[src/rtl/mmio_pkg.sv]
// Shared address map, control-register bit positions and the UART state
// encoding used by both the transmitter and the receiver.
package mmio_pkg;

  localparam logic [31:0] MMIO_CTRL    = 32'h8000_0000;
  localparam logic [31:0] MMIO_RX      = 32'h8000_0004;
  localparam logic [31:0] MMIO_TX      = 32'h8000_0008;
  localparam logic [31:0] MMIO_CYC     = 32'h8000_0010;
  localparam logic [31:0] MMIO_INST    = 32'h8000_0014;
  localparam logic [31:0] MMIO_CNT_RST = 32'h8000_0018;

  localparam int CTRL_TX_READY = 0;
  localparam int CTRL_RX_VALID = 1;
  localparam int CTRL_OVERRUN  = 2;

  typedef enum logic [1:0] {
    IDLE  = 2'd0,
    START = 2'd1,
    DATA  = 2'd2,
    STOP  = 2'd3
  } uart_state_e;

endpackage

[src/rtl/uart_rx.sv]
// 8N1 receiver: mid-bit sampling, glitch rejection on the start bit, and a
// one-cycle done pulse (with framing-error flag) when the stop bit is sampled.
module uart_rx
  import mmio_pkg::*;
#(
  parameter int CLKS_PER_BIT = 10
) (
  input  logic       clk,
  input  logic       rst,
  input  logic       serial_i,
  output logic [7:0] byte_o,
  output logic       done_o,
  output logic       frame_err_o
);

  localparam int CW = $clog2(CLKS_PER_BIT + 1);
  localparam logic [CW-1:0] BIT_END  = CW'(CLKS_PER_BIT - 1);
  localparam logic [CW-1:0] HALF_END = CW'(CLKS_PER_BIT / 2 - 1);

  uart_state_e   state_q, state_d;
  logic [CW-1:0] cnt_q, cnt_d;
  logic [2:0]    bit_q, bit_d;
  logic [7:0]    shift_q, shift_d;
  logic          done_q, done_d;
  logic          ferr_q, ferr_d;

  always_comb begin
    state_d = state_q;
    cnt_d   = cnt_q + 1'b1;
    bit_d   = bit_q;
    shift_d = shift_q;
    done_d  = 1'b0;
    ferr_d  = 1'b0;
    case (state_q)
      IDLE: begin
        cnt_d = '0;
        if (!serial_i) state_d = START;
      end
      START: begin
        // Re-check the line half a bit in; a high level means it was a glitch.
        if (cnt_q == HALF_END) begin
          cnt_d   = '0;
          bit_d   = '0;
          state_d = serial_i ? IDLE : DATA;
        end
      end
      DATA: begin
        if (cnt_q == BIT_END) begin
          cnt_d   = '0;
          shift_d = {serial_i, shift_q[7:1]};
          bit_d   = bit_q + 3'd1;
          if (bit_q == 3'd7) state_d = STOP;
        end
      end
      STOP: begin
        if (cnt_q == BIT_END) begin
          cnt_d   = '0;
          state_d = IDLE;
          done_d  = 1'b1;
          ferr_d  = !serial_i;
        end
      end
      default: state_d = IDLE;
    endcase
  end

  always_ff @(posedge clk) begin
    if (rst) begin
      state_q <= IDLE;
      cnt_q   <= '0;
      bit_q   <= '0;
      shift_q <= '0;
      done_q  <= 1'b0;
      ferr_q  <= 1'b0;
    end else begin
      state_q <= state_d;
      cnt_q   <= cnt_d;
      bit_q   <= bit_d;
      shift_q <= shift_d;
      done_q  <= done_d;
      ferr_q  <= ferr_d;
    end
  end

  assign byte_o      = shift_q;
  assign done_o      = done_q;
  assign frame_err_o = ferr_q;

endmodule

[src/rtl/mmio_uart_ctrl.sv]
// MMIO block: address decode, registered read mux, UART TX, cycle/instret counters.
// Define UART_OVERRUN_FLAG_EN to add the sticky RX overrun flag at control bit 2.
module mmio_uart_ctrl
  import mmio_pkg::*;
#(
  parameter int CPU_CLOCK_FREQ = 50_000_000,
  parameter int BAUD_RATE      = 115200
) (
  input  logic        clk,
  input  logic        rst,
  input  logic        serial_in,
  output logic        serial_out,
  input  logic [31:0] addr,
  input  logic [31:0] wdata,
  input  logic [3:0]  wea,
  input  logic        re,
  input  logic        inst_retire,
  output logic [31:0] rdata
);

  localparam int CLKS_PER_BIT = CPU_CLOCK_FREQ / BAUD_RATE;
  localparam int CW = $clog2(CLKS_PER_BIT + 1);
  localparam logic [CW-1:0] BIT_END = CW'(CLKS_PER_BIT - 1);

  logic [29:0] word_addr;
  logic        we;
  logic        hit_ctrl, hit_rx, hit_tx, hit_cyc, hit_inst, hit_cnt_rst;
  logic        tx_wr, cnt_rst_wr, rx_rd, rx_set, tx_ready;
  logic        unused_bits;

  assign word_addr   = addr[31:2];
  assign we          = |wea;
  assign hit_ctrl    = (word_addr == MMIO_CTRL[31:2]);
  assign hit_rx      = (word_addr == MMIO_RX[31:2]);
  assign hit_tx      = (word_addr == MMIO_TX[31:2]);
  assign hit_cyc     = (word_addr == MMIO_CYC[31:2]);
  assign hit_inst    = (word_addr == MMIO_INST[31:2]);
  assign hit_cnt_rst = (word_addr == MMIO_CNT_RST[31:2]);
  assign tx_wr       = we && hit_tx;
  assign cnt_rst_wr  = we && hit_cnt_rst;
  assign rx_rd       = re && hit_rx;
  assign unused_bits = ^{addr[1:0], wdata[31:8]};

  // Receiver
  logic [7:0] rx_byte;
  logic       rx_done, rx_ferr;

  uart_rx #(.CLKS_PER_BIT(CLKS_PER_BIT)) u_rx (
    .clk        (clk),
    .rst        (rst),
    .serial_i   (serial_in),
    .byte_o     (rx_byte),
    .done_o     (rx_done),
    .frame_err_o(rx_ferr)
  );

  assign rx_set = rx_done && !rx_ferr;

  // Transmitter
  uart_state_e   tx_state_q, tx_state_d;
  logic [CW-1:0] tx_cnt_q, tx_cnt_d;
  logic [2:0]    tx_bit_q, tx_bit_d;
  logic [7:0]    tx_shift_q, tx_shift_d;

  assign tx_ready = (tx_state_q == IDLE);

  always_comb begin
    tx_state_d = tx_state_q;
    tx_cnt_d   = tx_cnt_q + 1'b1;
    tx_bit_d   = tx_bit_q;
    tx_shift_d = tx_shift_q;
    case (tx_state_q)
      IDLE: begin
        tx_cnt_d = '0;
        if (tx_wr) begin
          tx_state_d = START;
          tx_shift_d = wdata[7:0];
        end
      end
      START: begin
        if (tx_cnt_q == BIT_END) begin
          tx_cnt_d   = '0;
          tx_bit_d   = '0;
          tx_state_d = DATA;
        end
      end
      DATA: begin
        if (tx_cnt_q == BIT_END) begin
          tx_cnt_d   = '0;
          tx_shift_d = {1'b0, tx_shift_q[7:1]};
          tx_bit_d   = tx_bit_q + 3'd1;
          if (tx_bit_q == 3'd7) tx_state_d = STOP;
        end
      end
      STOP: begin
        if (tx_cnt_q == BIT_END) begin
          tx_cnt_d   = '0;
          tx_state_d = IDLE;
        end
      end
      default: tx_state_d = IDLE;
    endcase
  end

  always_comb begin
    serial_out = 1'b1;
    case (tx_state_q)
      START:   serial_out = 1'b0;
      DATA:    serial_out = tx_shift_q[0];
      default: serial_out = 1'b1;
    endcase
  end

  // Counters, RX holding register and read port
  logic [31:0] cyc_q, inst_q;
  logic        rx_valid_q;
  logic [7:0]  rx_byte_q;
  logic [31:0] rdata_q, rdata_d;

`ifdef UART_OVERRUN_FLAG_EN
  logic ovr_q;
  logic ctrl_rd;
  assign ctrl_rd = re && hit_ctrl;

  always_ff @(posedge clk) begin
    if (rst) begin
      ovr_q <= 1'b0;
    end else if (rx_set && rx_valid_q && !rx_rd) begin
      ovr_q <= 1'b1;
    end else if (ctrl_rd) begin
      ovr_q <= 1'b0;
    end
  end
`endif

  always_comb begin
    rdata_d = '0;
    if (hit_ctrl) begin
      rdata_d[CTRL_TX_READY] = tx_ready;
      rdata_d[CTRL_RX_VALID] = rx_valid_q;
`ifdef UART_OVERRUN_FLAG_EN
      rdata_d[CTRL_OVERRUN]  = ovr_q;
`endif
    end else if (hit_rx) begin
      rdata_d = {24'b0, rx_byte_q};
    end else if (hit_cyc) begin
      rdata_d = cyc_q;
    end else if (hit_inst) begin
      rdata_d = inst_q;
    end
  end

  always_ff @(posedge clk) begin
    if (rst) begin
      tx_state_q <= IDLE;
      tx_cnt_q   <= '0;
      tx_bit_q   <= '0;
      tx_shift_q <= '0;
      cyc_q      <= '0;
      inst_q     <= '0;
      rx_valid_q <= 1'b0;
      rx_byte_q  <= '0;
      rdata_q    <= '0;
    end else begin
      tx_state_q <= tx_state_d;
      tx_cnt_q   <= tx_cnt_d;
      tx_bit_q   <= tx_bit_d;
      tx_shift_q <= tx_shift_d;
      if (cnt_rst_wr) begin
        cyc_q  <= '0;
        inst_q <= '0;
      end else begin
        cyc_q <= cyc_q + 32'd1;
        if (inst_retire) inst_q <= inst_q + 32'd1;
      end
      // A completing byte beats a same-cycle read; the read still sees the old byte.
      if (rx_set) begin
        rx_valid_q <= 1'b1;
        rx_byte_q  <= rx_byte;
      end else if (rx_rd) begin
        rx_valid_q <= 1'b0;
      end
      if (re) rdata_q <= rdata_d;
    end
  end

  assign rdata = rdata_q;

endmodule

[config.mk]
export PLATFORM = sky130hd
export DESIGN_NAME = mmio_uart_ctrl
export DESIGN_NICKNAME = d
export VERILOG_FILES = /design/src/rtl/mmio_pkg.sv /design/src/rtl/uart_rx.sv /design/src/rtl/mmio_uart_ctrl.sv
export SDC_FILE = /design/constraint.sdc
export NUM_CORES = 1
export LEC_CHECK = 0
export BUFFER_PORTS_ARGS = -buffer_cell sky130_fd_sc_hd__buf_2
export CELL_PAD_IN_SITES_DETAIL_PLACEMENT = 0
export CELL_PAD_IN_SITES_GLOBAL_PLACEMENT = 2
export CORE_MARGIN = 10
export CORE_UTILIZATION = 35
export DETAILED_ROUTE_END_ITERATION = 10
export HOLD_SLACK_MARGIN = 0.06
export PLACE_DENSITY = 0.76
export SYNTH_ARGS = -nofsm -noshare
export SYNTH_HDL_FRONTEND = slang
export SYNTH_SLANG_ARGS = --single-unit
[constraint.sdc]
create_clock -name clk -period 2.4 [get_ports clk]
set_input_delay 0.48 -clock clk [delete_from_list [all_inputs] [get_ports clk]]
set_output_delay 0.48 -clock clk [all_outputs]
set_load 0.1 [all_outputs]
After elaboration in Yosys (flattened, before gate mapping):

Cells that the tools add are included.

* input bits: 73
* logic and storage cells: 110
* bits in registers: 151
* output and inout bits: 33

* bitwise operators: 2
* muxes and demuxes: 36
* add/subtract/negate cells: 6
* reduce and logical (&&, ||, !) cells: 24
* equality and inequality tests: 27

Operators by type and width (number)
* $eq A30 B30 Y1 const B: 6
* $mux W32: 3
* $add A32 B1 Y32 const B: 2
* $mux W30: 1
* $mux W9: 3
* $pmux W9 S3: 1
* $mux W2: 12
* $add A9 B1 Y9 const B: 2
* $eq A9 B9 Y1 const B: 2
* $pmux W9 S2: 1
* $mux W8: 2
* $pmux W2 S4: 2
* $pmux W8 S2: 1
* $mux W3: 4
* $ne A2 B2 Y1 const B: 6
* $pmux W3 S2: 2
* $reduce_and A5 Y1: 2
* $eq A9 B8 Y1 const B: 1
* $reduce_and A3 Y1: 3
* $eq A2 B2 Y1 const B: 4
* $ne A2 B1 Y1 const B: 4
* $reduce_bool A2 Y1: 4
* $add A3 B1 Y3 const B: 2
* $eq A3 B3 Y1 const B: 2
* 11 further kinds: 23

Depth between registers and ports, before layout:

* word-level depth: 5
* depth in mapped cells: 8
* gate-level depth less buffers: 7

By module:

From an unflattened synthesis, not the netlist that was laid out.

* cell total of the unflattened synthesis: 798
* area, all modules: 6991.7 um^2

By module, submodules not included
* mmio_uart_ctrl: seq. area each 2542.4 um^2, times used 1, cells each 672, area each 5779.3 um^2
* uart_rx: seq. area each 480.5 um^2, times used 1, cells each 126, area each 1212.4 um^2

Worst setup path after synthesis:

No wires, ideal clock.

* path type: reg2out
* start point: reg tx_state_q[0]
* end point: out serial_out
* required time: 1920 ps
* stages on the path, launching flop included: 6
* arrival: 2808 ps
* path buffers: 2
* slack: -888 ps
* cells stage by stage: dfxtp_1 inv_1 ha_1 clkbuf_1 buf_1 mux2i_1

* cells in the longest elaborated chain, start to end: 2
* elaborated cells between the ends (all ways): 3

Ends and longest elaborated chain
* start: declaration: RTL line mmio_uart_ctrl.sv:60 `uart_state_e tx_state_q, tx_state_d;`
* start signal: assignment: RTL line mmio_uart_ctrl.sv:165 `tx_state_q <= tx_state_d;`
* $eq A2 B2 Y1 / $eq A2 B1 Y1 (equally long branches): RTL line mmio_uart_ctrl.sv:107 `case (tx_state_q)`
* $pmux W1 S2 *: RTL line mmio_uart_ctrl.sv:107
* end: declaration: RTL line mmio_uart_ctrl.sv:12 `output logic serial_out,`

Mark *: on every way between the ends. The rest lies on a longest branch, timed or not.

Worst setup path in the final report:

* start point: reg inst_q[0]
* end point: reg inst_q[30]

* cells in the longest elaborated chain, start to end: 1

Ends and longest elaborated chain
* start: declaration: RTL line mmio_uart_ctrl.sv:115 `logic [31:0] cyc_q, inst_q;`
* start signal: assignment: RTL line mmio_uart_ctrl.sv:174 `if (inst_retire) inst_q <= inst_q + 32'd1;`
* $add A32 B1 Y32: RTL line mmio_uart_ctrl.sv:174

Every way passes these cells.
A chain may end at the register's enable or synchronous reset.

==> results.cfg <==
[route]
vias = 5862
drt-total-wl_um = 18000
drt_iter0_markers = 276
drt.antenna.violating_nets = 0
drcViolationCount = 0
routedWlPerCell_um = 15.8
first_pass_iters = 4
viasPerCell = 5.14

[clock_tree]
cts_made_buffers = 17
cts_tree = done
clk_path_buf_depth = 2
numClockSinks = 151
htree_levels = 4
clk_latency_ns = 0.42
cts-root-buf = clkbuf_16
cts_setup_buffers = 0
clk_pin_slew_ns = 0.06

[global_route]
grt_max_degree = 36
grt_pass1_wl_um = 30000
antenna_found_initial = 0
grtUsageTotal_pct = 14.0
grt.overflow.total = 0
grt_pass1_vias = 5772

[critical_path]
cp_top_family = simple AND/OR/NAND/NOR gates
startpoint = inst_q[0]
reg2reg_depth = 6
worst_ep_required_time_ns = 2.76
cp_num_buf_inv = 0
critPathLaunchType = register
r2r-end = inst_q[30]
arrival_ns = 2.52
path_class = register to register
regToRegSetupSlack_ns = 0.24
reg2reg_from = inst_q[0]
max_stage_delay_ns = 0.66
path_max_fanout = 7
end_kind = register
path_cells = ha_1, and3_2, nand3_1, or4_1, or3_1, a21oi_2
cp_slowest_cell = or4_1

[floorplanning]
num_rows = 51
die-area_sq_um = 26000
start_util_pct = 35.8
fp.dieH_um = 161
die_w_um = 161
boundaryPins = 106
core_region_area_sq_um = 19500

[logic_synthesis]
ys_ff_latch = 151
yosysUniqueCellTypes = 60
avgSynthCellArea_sq_um = 8.92
async_flop_share_pct = 0
synth_top_area_share_pct = 43.3
synth_area_leaders = dfxtp_1 43%, nor2_1 6.5%, xnor2_1 4.4%, a22oi_1 3.3%, xor2_1 3.3%
synth_area_leader_cell = dfxtp_1
syn-num-nets = 871
synthTopCellsByCount = 151 x dfxtp_1, 121 x nor2_1, 51 x nand2_1
post_synth_instance_area_sq_um = 6990
synth_edf_count = 0
netlist_instances = 783
seq_area_frac_synth_pct = 43.3
synth_warnings = 0
synth_ff_type = dfxtp_1
synthMostInstantiatedCell = dfxtp_1

[layout]
diodes = 0
final_nets = 953
seqCellArea_sq_um = 3020
multi_input_comb_area_sq_um = 3680
drive_above_1_share_pct = 18.4
areaGrowthSynthToFinish_pct = 20.8
fill_cells = 1944

[sta]
slew_viol_final = 0
tightest_slew_ns = 0.617
hold_viol_final = 0
whs_ns = 0.274
fin_worst_skew_ns = 0.00943
min_period_ns = 2.16
setup_viol = 0
rsz0062_at_grt = no
slew-limit-headroom_pct = 58.7
max_clock_freq_ghz = 0.462
fin_crit_sh_pct = 90.2
timing.final.ws_setup_ns = 0.236

[pwr]
p_leak_nw = 3.16
p_sw_share_pct = 22.5
p_clk_share_pct = 48.6
cellPowerDensity_nw_per_um2 = 703
p_switching_mw = 1.33
p_comb_share_pct = 7.5
ir_worst_vdd_v = 0.000480
p_seq_share_pct = 43.9
p_int_mw = 4.60

[min_path]
min_path_type = input pin to register
min_delay_path_depth = 2
hp-start = serial_in
min_to = u_rx.frame_err_o

[placement]
routabilityCongestion = 0.802
dp_hpwl_um = 13400
io_buffers = 79
detailedPlace.worstSlack_ns = -0.0371

[outcome]
status = completed

[job]
max-cap-violations = 0
-- placed cells by master (no fill, tap or decap), types with 7 or more instances in the layout --
cell	count
mux2i_1	18
nand2_1	51
nand3_1	27
and3_1	12
nor3_1	12
nand4_1	20
xor2_1	26
xnor2_1	35
a311oi_1	7
or3_1	8
ha_1	15
nor4_1	15
clkbuf_16	17
buf_2	78
a21oi_1	30
inv_1	23
a22oi_1	31
nor2_1	121
and4_1	10
o21ai_0	13
dfxtp_1	151
buf_4	24
a2bb2oi_1	24
-- power groups by stage --
stage,combinational (mW),sequential (mW),clock [mW]
floorplan,0.298,2.66,0
global placement,0.437,2.65,0
detailed placement,0.449,2.66,0
CTS,0.450,2.60,2.95
global route,0.496,2.61,3.06
finish,0.445,2.60,2.88
-- registers in the layout, indices dropped and copies added, names as in the netlist, named ones only --
name,cells
tx_shift_q,8
u_rx.byte_o,8
inst_q,32
tx_state_q,2
cyc_q,32
u_rx.state_q,1
u_rx.frame_err_o,1
rx_valid_q,1
tx_cnt_q,9
u_rx.done_o,1
rx_byte_q,8
rdata,32
u_rx.cnt_q,9
u_rx.bit_q,3
tx_bit_q,3
-- worst max-delay path by stage --
| stage | endpoint | slack, ns | depth (start not counted) |
|---|---|---|---|
| after floorplan | serial_out | 0.16 | 5 |
| after CTS | inst_q[31] | 0.10 | 7 |
| after detailed placement | rdata[1] | -0.04 | 6 |
| after global routing | inst_q[31] | 0.11 | 7 |
| final | inst_q[30] | 0.24 | 6 |
| after global placement | rdata[0] | 0.01 | 6 |
-- what timing repair did --
| action | in CTS | in global routing |
|---|---|---|
| endpoints found under the setup margin | 0 | 1 |
| hold buffers | 0 | 0 |
| resized for setup | 0 | 1 |
-- cells by family after synthesis --
kind of cell / synth area share [%]
and+or+nand+nor: 25.1
DFF: 43.3
AOI/OAI and AO/OA: 13.9
buffers and inverters: 4.32
xor gates and xnor gates: 7.65
muxes: 3.04
adders and majority gates: 2.69
-- worst register-to-register path, stage by stage (launching register included) --
cell and delay [ns]:
dfxtp_1 0.40, ha_1 0.19, and3_2 0.22, nand3_1 0.11
or4_1 0.66, or3_1 0.40, a21oi_2 0.14
-- final cells by class --
class                           count  area share, %
Multi-Input combinational cell    564           43.6
Clock buffer                       21           5.34
Tap cell                          265           3.93
Inverter                           23           1.02
Timing Repair Buffer              108           8.19
Clock inverter                      9           2.08
Sequential cell                   151           35.8
-- metrics by stage --
stage / utilization, % / cell area, sq um / std cells / total power, mW / TNS [ns]
floorplan: - / 7000 / 783 / 2.96 / 0
global placement: 40.0 / 7810 / 1111 / 3.09 / 0
detailed placement: 40.0 / 7810 / 1111 / 3.11 / -0.101
CTS: 43.2 / 8430 / 1141 / 6.00 / 0
global route: 43.2 / 8440 / 1141 / 6.16 / 0
finish: 43.2 / 8440 / 1141 / 5.93 / 0
-- layer usage --
layer	global-route usage, %	share of wire (%)	vias to the layer above
li1	-	-	2958
met1	18.8	49	2796
met2	21.7	45	98
met3	3.33	5.2	10
met4	4.30	0.68	0
met5	0	0	-
(Power assumes the default switching activity.)
